==> config.mk <==
export PLATFORM = sky130hd
export DESIGN_NAME = rotor_emulator
export DESIGN_NICKNAME = d
export VERILOG_FILES = /design/src/rtl/rotor_emulator.sv
export SDC_FILE = /design/constraint.sdc
export NUM_CORES = 1
export LEC_CHECK = 0
export ABC_AREA = 1
export CAP_MARGIN = 15
export CORE_UTILIZATION = 57
export DETAILED_ROUTE_END_ITERATION = 8
export HOLD_SLACK_MARGIN = 0.08
export PLACE_DENSITY = 0.86
export SLEW_MARGIN = 40
export SYNTH_ARGS = -nofsm -noshare
export SYNTH_HDL_FRONTEND = slang
export SYNTH_SLANG_ARGS = --single-unit
==> constraint.sdc <==
create_clock -name clk -period 2.9 [get_ports clk]
set_input_delay 0.29 -clock clk [delete_from_list [all_inputs] [get_ports clk]]
set_output_delay 0.29 -clock clk [all_outputs]
set_load 0.02 [all_outputs]
==> src/rtl/rotor_emulator.sv <==
// Quadrature step emulator: turns single-detent step requests into ROT_A/ROT_B
// sequences and tracks a signed detent count. Optional contact bounce via ROT_BOUNCE_EN.
module rotor_emulator #(
    parameter int unsigned PHASE_CYCLES = 4,
    parameter int unsigned POS_W        = 8
) (
    input  logic             clk,
    input  logic             rst,
    input  logic             step_valid,
    input  logic             step_dir,
    output logic             step_ready,
    output logic             ROT_A,
    output logic             ROT_B,
    output logic             busy,
    output logic             step_done,
    output logic [POS_W-1:0] position
);

    localparam int unsigned CntW = (PHASE_CYCLES > 1) ? $clog2(PHASE_CYCLES) : 1;
    localparam logic [CntW-1:0] PhaseLast = CntW'(PHASE_CYCLES - 1);

    typedef enum logic [2:0] {StIdle, StP1, StP2, StP3, StP4} state_e;

`ifdef ROT_BOUNCE_EN
    if (PHASE_CYCLES < 8) begin : g_cfg_check
        $error("rotor_emulator: ROT_BOUNCE_EN needs PHASE_CYCLES >= 8");
    end
`endif

    state_e            state_q, state_d;
    logic [CntW-1:0]   cnt_q, cnt_d;
    logic              dir_q, dir_d;
    logic [POS_W-1:0]  pos_q, pos_d;
    logic [1:0]        ab_q, ab_d;
    logic              ready_q, ready_d;
    logic              busy_q, busy_d;
    logic              done_q, done_d;

    // {A,B} levels of a phase; dir=1 leads with B, dir=0 leads with A.
    function automatic logic [1:0] levels(input state_e st, input logic dir);
        logic [1:0] ab;
        case (st)
            StP1:    ab = dir ? 2'b01 : 2'b10;
            StP2:    ab = 2'b11;
            StP3:    ab = dir ? 2'b10 : 2'b01;
            default: ab = 2'b00;
        endcase
        return ab;
    endfunction

`ifdef ROT_BOUNCE_EN
    function automatic state_e prev_state(input state_e st);
        state_e p;
        case (st)
            StP2:    p = StP1;
            StP3:    p = StP2;
            StP4:    p = StP3;
            default: p = StIdle;
        endcase
        return p;
    endfunction
`endif

    always_comb begin
        state_d = state_q;
        cnt_d   = cnt_q;
        dir_d   = dir_q;
        pos_d   = pos_q;
        done_d  = 1'b0;
        unique case (state_q)
            StIdle: begin
                if (step_valid && ready_q) begin
                    state_d = StP1;
                    cnt_d   = '0;
                    dir_d   = step_dir;
                end
            end
            StP1, StP2, StP3, StP4: begin
                if (cnt_q == PhaseLast) begin
                    cnt_d = '0;
                    case (state_q)
                        StP1: begin
                            state_d = StP2;
                            // Count lands with the (1,1) phase the decoder uses.
                            pos_d   = dir_q ? pos_q + POS_W'(1) : pos_q - POS_W'(1);
                        end
                        StP2:    state_d = StP3;
                        StP3:    state_d = StP4;
                        default: begin
                            state_d = StIdle;
                            done_d  = 1'b1;
                        end
                    endcase
                end else begin
                    cnt_d = cnt_q + CntW'(1);
                end
            end
            default: state_d = StIdle;
        endcase

        ab_d = levels(state_d, dir_d);
`ifdef ROT_BOUNCE_EN
        // Odd cycles 1 and 3 of a phase fall back to the previous phase's levels.
        if (state_d != StIdle && cnt_d < CntW'(4) && cnt_d[0]) begin
            ab_d = levels(prev_state(state_d), dir_d);
        end
`endif
        ready_d = (state_d == StIdle);
        busy_d  = (state_d != StIdle);
    end

    always_ff @(posedge clk or posedge rst) begin
        if (rst) begin
            state_q <= StIdle;
            cnt_q   <= '0;
            dir_q   <= 1'b0;
            pos_q   <= '0;
            ab_q    <= 2'b00;
            ready_q <= 1'b1;
            busy_q  <= 1'b0;
            done_q  <= 1'b0;
        end else begin
            state_q <= state_d;
            cnt_q   <= cnt_d;
            dir_q   <= dir_d;
            pos_q   <= pos_d;
            ab_q    <= ab_d;
            ready_q <= ready_d;
            busy_q  <= busy_d;
            done_q  <= done_d;
        end
    end

    assign ROT_A      = ab_q[1];
    assign ROT_B      = ab_q[0];
    assign step_ready = ready_q;
    assign busy       = busy_q;
    assign step_done  = done_q;
    assign position   = pos_q;

endmodule

==> flow_results.xml <==
<?xml version="1.0" encoding="UTF-8"?>
<metrics>
  <group name="global_route">
    <metric name="grt_use_total" unit="">0.2530</metric>
    <metric name="grt_pass1_wl" unit="mm">3.864</metric>
    <metric name="grt_pass1_vias" unit="">943</metric>
    <metric name="grt_remaining_overflow" unit="">0</metric>
    <metric name="largest_net_degree_at_the_start_of_global_routing" unit="">20</metric>
    <metric name="grt_antenna_before_repair" unit="">0</metric>
  </group>
  <group name="die">
    <metric name="dieHeight" unit="µm">47.62</metric>
    <metric name="start_util" unit="">0.6046</metric>
    <metric name="fp.dieArea" unit="mm²">0.002267</metric>
    <metric name="boundaryPins" unit="">17</metric>
    <metric name="std_cell_rows" unit="">16</metric>
    <metric name="die_w" unit="µm">47.62</metric>
    <metric name="area_inside_the_core_boundary" unit="mm²">0.001962</metric>
  </group>
  <group name="clock_network">
    <metric name="cts_made_buffers" unit="">3</metric>
    <metric name="clock_insertion_delay_worst_skew" unit="ps">300</metric>
    <metric name="cts_buffer_depth" unit="">2</metric>
    <metric name="cts_hold_buf" unit="">0</metric>
    <metric name="clock-sinks" unit="">19</metric>
    <metric name="tritoncts" unit="">built</metric>
    <metric name="htree_levels" unit="">1</metric>
    <metric name="cts.repair_timing.setup_buffer_count" unit="">0</metric>
    <metric name="cts.repair.resized" unit="">0</metric>
    <metric name="clkTransAtPathRegs" unit="ps">110</metric>
    <metric name="clock_root_buffer" unit="">clkbuf_4</metric>
  </group>
  <group name="setup_path">
    <metric name="critical_path_depth" unit="">1</metric>
    <metric name="crit_path_top_delay_cell" unit="">clkdlybuf4s50_1</metric>
    <metric name="r2r_cells" unit="">10</metric>
    <metric name="cp_num_buf_inv" unit="">1</metric>
    <metric name="critPathCaptureType" unit="">output pin</metric>
    <metric name="slowest_delay" unit="ps">600</metric>
    <metric name="cp_top_family" unit="">buffers and inverters</metric>
    <metric name="setup.worst_path.class" unit="">reg -&gt; out</metric>
    <metric name="cp_data_arrival_time" unit="ps">1470</metric>
    <metric name="path_cells" unit="">clkdlybuf4s50_1</metric>
    <metric name="startpoint_type" unit="">flop</metric>
    <metric name="crit_path_max_fanout" unit="">3</metric>
    <metric name="worst_path_required_time" unit="ps">2610</metric>
  </group>
  <group name="sta">
    <metric name="slew-limit-headroom" unit="">0.5347</metric>
    <metric name="worst_clock_skew" unit="ps">1.902</metric>
    <metric name="rsz0062_at_grt" unit="">false</metric>
    <metric name="max_freq" unit="MHz">568.3</metric>
    <metric name="tightest_slew" unit="ps">693.6</metric>
    <metric name="finalWorstPathRequiredPeriod" unit="ps">1760</metric>
    <metric name="finalCritPeriodShare" unit="">0.6068</metric>
    <metric name="hold_violation_count_in_the_final_report" unit="">0</metric>
    <metric name="totalNegativeSetupSlack" unit="ps">0</metric>
    <metric name="report.final.slew_viol_count" unit="">0</metric>
    <metric name="worst_slack" unit="ps">1140</metric>
    <metric name="hold_slack" unit="ps">299.1</metric>
    <metric name="report.final.setup_viol" unit="">0</metric>
  </group>
  <group name="route">
    <metric name="route.antenna.remaining_nets" unit="">0</metric>
    <metric name="routed_wl_per_cell" unit="µm">12.72</metric>
    <metric name="post_drt_via_cell_ratio" unit="">5.393</metric>
    <metric name="detailedRoute.firstPassIterationCount" unit="">4</metric>
    <metric name="drc_errors" unit="">0</metric>
    <metric name="dr.first_iter.drc_count" unit="">49</metric>
    <metric name="routed_wirelength" unit="mm">2.493</metric>
    <metric name="detailroute.via_count" unit="">1057</metric>
  </group>
  <group name="synthesis">
    <metric name="synth_area" unit="mm²">0.001186</metric>
    <metric name="yosys-top-cells-count" unit="">52 x nand2_1, 21 x inv_1, 18 x dfrtp_1</metric>
    <metric name="synth-async-reset-ratio" unit="">1.000</metric>
    <metric name="synth.yosys.warnings" unit="">0</metric>
    <metric name="yosys-top-cells-area" unit="">dfrtp_1 38%, nand2_1 16%, ha_1 7.4%, inv_1 6.6%, nand3_1 5.1%</metric>
    <metric name="synthDominantCellAreaShare" unit="">0.3797</metric>
    <metric name="synth_enable_flop_cells" unit="">0</metric>
    <metric name="synth_area_per_cell" unit="µm²">7.908</metric>
    <metric name="ys_seq_elements" unit="">19</metric>
    <metric name="yosysSeqAreaShare" unit="">0.4019</metric>
    <metric name="synthesis.instances" unit="">150</metric>
    <metric name="postSynth.topFlopCell" unit="">dfrtp_1</metric>
    <metric name="yosysTopAreaCell" unit="">dfrtp_1</metric>
    <metric name="netlist-cell-type-count" unit="">24</metric>
    <metric name="yosysMostFrequentCell" unit="">nand2_1</metric>
    <metric name="synthesized_net_count" unit="">162</metric>
  </group>
  <group name="hold_path">
    <metric name="holdCritPathClass" unit="">in -&gt; async</metric>
  </group>
  <group name="cells_and_area">
    <metric name="antenna_cells_inserted" unit="">0</metric>
    <metric name="area_growth_syn_to_layout" unit="%">17.72</metric>
    <metric name="final_net_count" unit="">182</metric>
    <metric name="final_layout_size_suffix_gt1_frac" unit="">0.1243</metric>
  </group>
  <group name="run">
    <metric name="cap_violations" unit="">0</metric>
  </group>
  <group name="placement">
    <metric name="placement.io_buffers" unit="">16</metric>
    <metric name="hpwl" unit="mm">1.883</metric>
    <metric name="global_placer_s_final_weighted_congestion" unit="">0.9090</metric>
    <metric name="placement.setup.worst_slack" unit="ps">1196</metric>
  </group>
  <group name="outcome">
    <metric name="outcome" unit="">finished clean</metric>
  </group>
</metrics>
-- per-layer routing --
metal,global-route usage,part of all wire,vias up
met5,0,0,-
met2,0.4329,0.50,45
li1,-,-,516
met3,0.07170,0.052,6
met4,0.1056,0.0096,0
met1,0.2988,0.44,490
-- layout make-up --
class	instances	area, µm²
Tap cell	27	33.78
Clock buffer	3	22.52
Timing Repair Buffer	16	160.2
Sequential cell	19	476.7
Clock inverter	1	5.005
Inverter	24	90.09
Fill cell	169	565.5
Multi-Input combinational cell	106	608.1
-- sequential cells by signal, indices dropped and copies added (netlist names) --
register / cells
position: 8
state_q: 3
ab_q: 2
cnt_q: 2
busy: 1
dir_q: 1
step_done: 1
step_ready: 1
-- logic make-up (layout without fill, tap and decap cells) --
| group | count (synthesis) | count (layout) | synth area share |
|---|---|---|---|
| xor gates and xnor gates | 5 | 5 | 0.03692 |
| buffers and inverters | 25 | 44 | 0.08545 |
| and+or+nand+nor | 85 | 85 | 0.3397 |
| AOI/OAI and AO/OA | 8 | 8 | 0.04537 |
| adders and majority gates | 8 | 8 | 0.09071 |
| DFF | 19 | 19 | 0.4019 |
-- through the flow --
step	utilization	instances	area, µm²
after floorplan	-	150	1186
after global placement	0.6977	192	1369
after detailed placement	0.6977	192	1369
after CTS	0.7117	196	1396
after global routing	0.7117	196	1396
final	0.7117	196	1396
-- placed cells by master (no fill, tap or decap), types with 2 or more instances in the layout --
master	instances
a21oi_1	2
clkbuf_4	3
clkdlybuf4s50_1	16
dfrtp_1	18
ha_1	7
inv_1	20
inv_2	3
nand2_1	52
nand2_2	2
nand2_4	2
nand3_1	12
nand4_1	4
nor2_1	7
nor2_2	2
o21ai_0	2
o21ai_2	3
xnor2_1	4
-- worst paths after layout --
check | slack [ps] | startpoint | end
setup / recovery | 1140 | step_ready$_DFF_PP1_ | step_ready
hold / removal | 300 | rst | position[6]$_DFFE_PP0P_
setup reg to reg | 1160 | dir_q$_DFF_PP0_ | position[7]$_DFFE_PP0P_
hold reg to reg | 520 | cnt_q[1]$_DFFE_PP0P_ | cnt_q[1]$_DFFE_PP0P_
max in group asynchronous | 2250 | rst | step_ready$_DFF_PP1_
min in group clk | 520 | cnt_q[1]$_DFFE_PP0P_ | cnt_q[1]$_DFFE_PP0P_
Power is not shown: default switching activity piles up to over one toggle a cycle in this logic, so the estimate is an artifact.
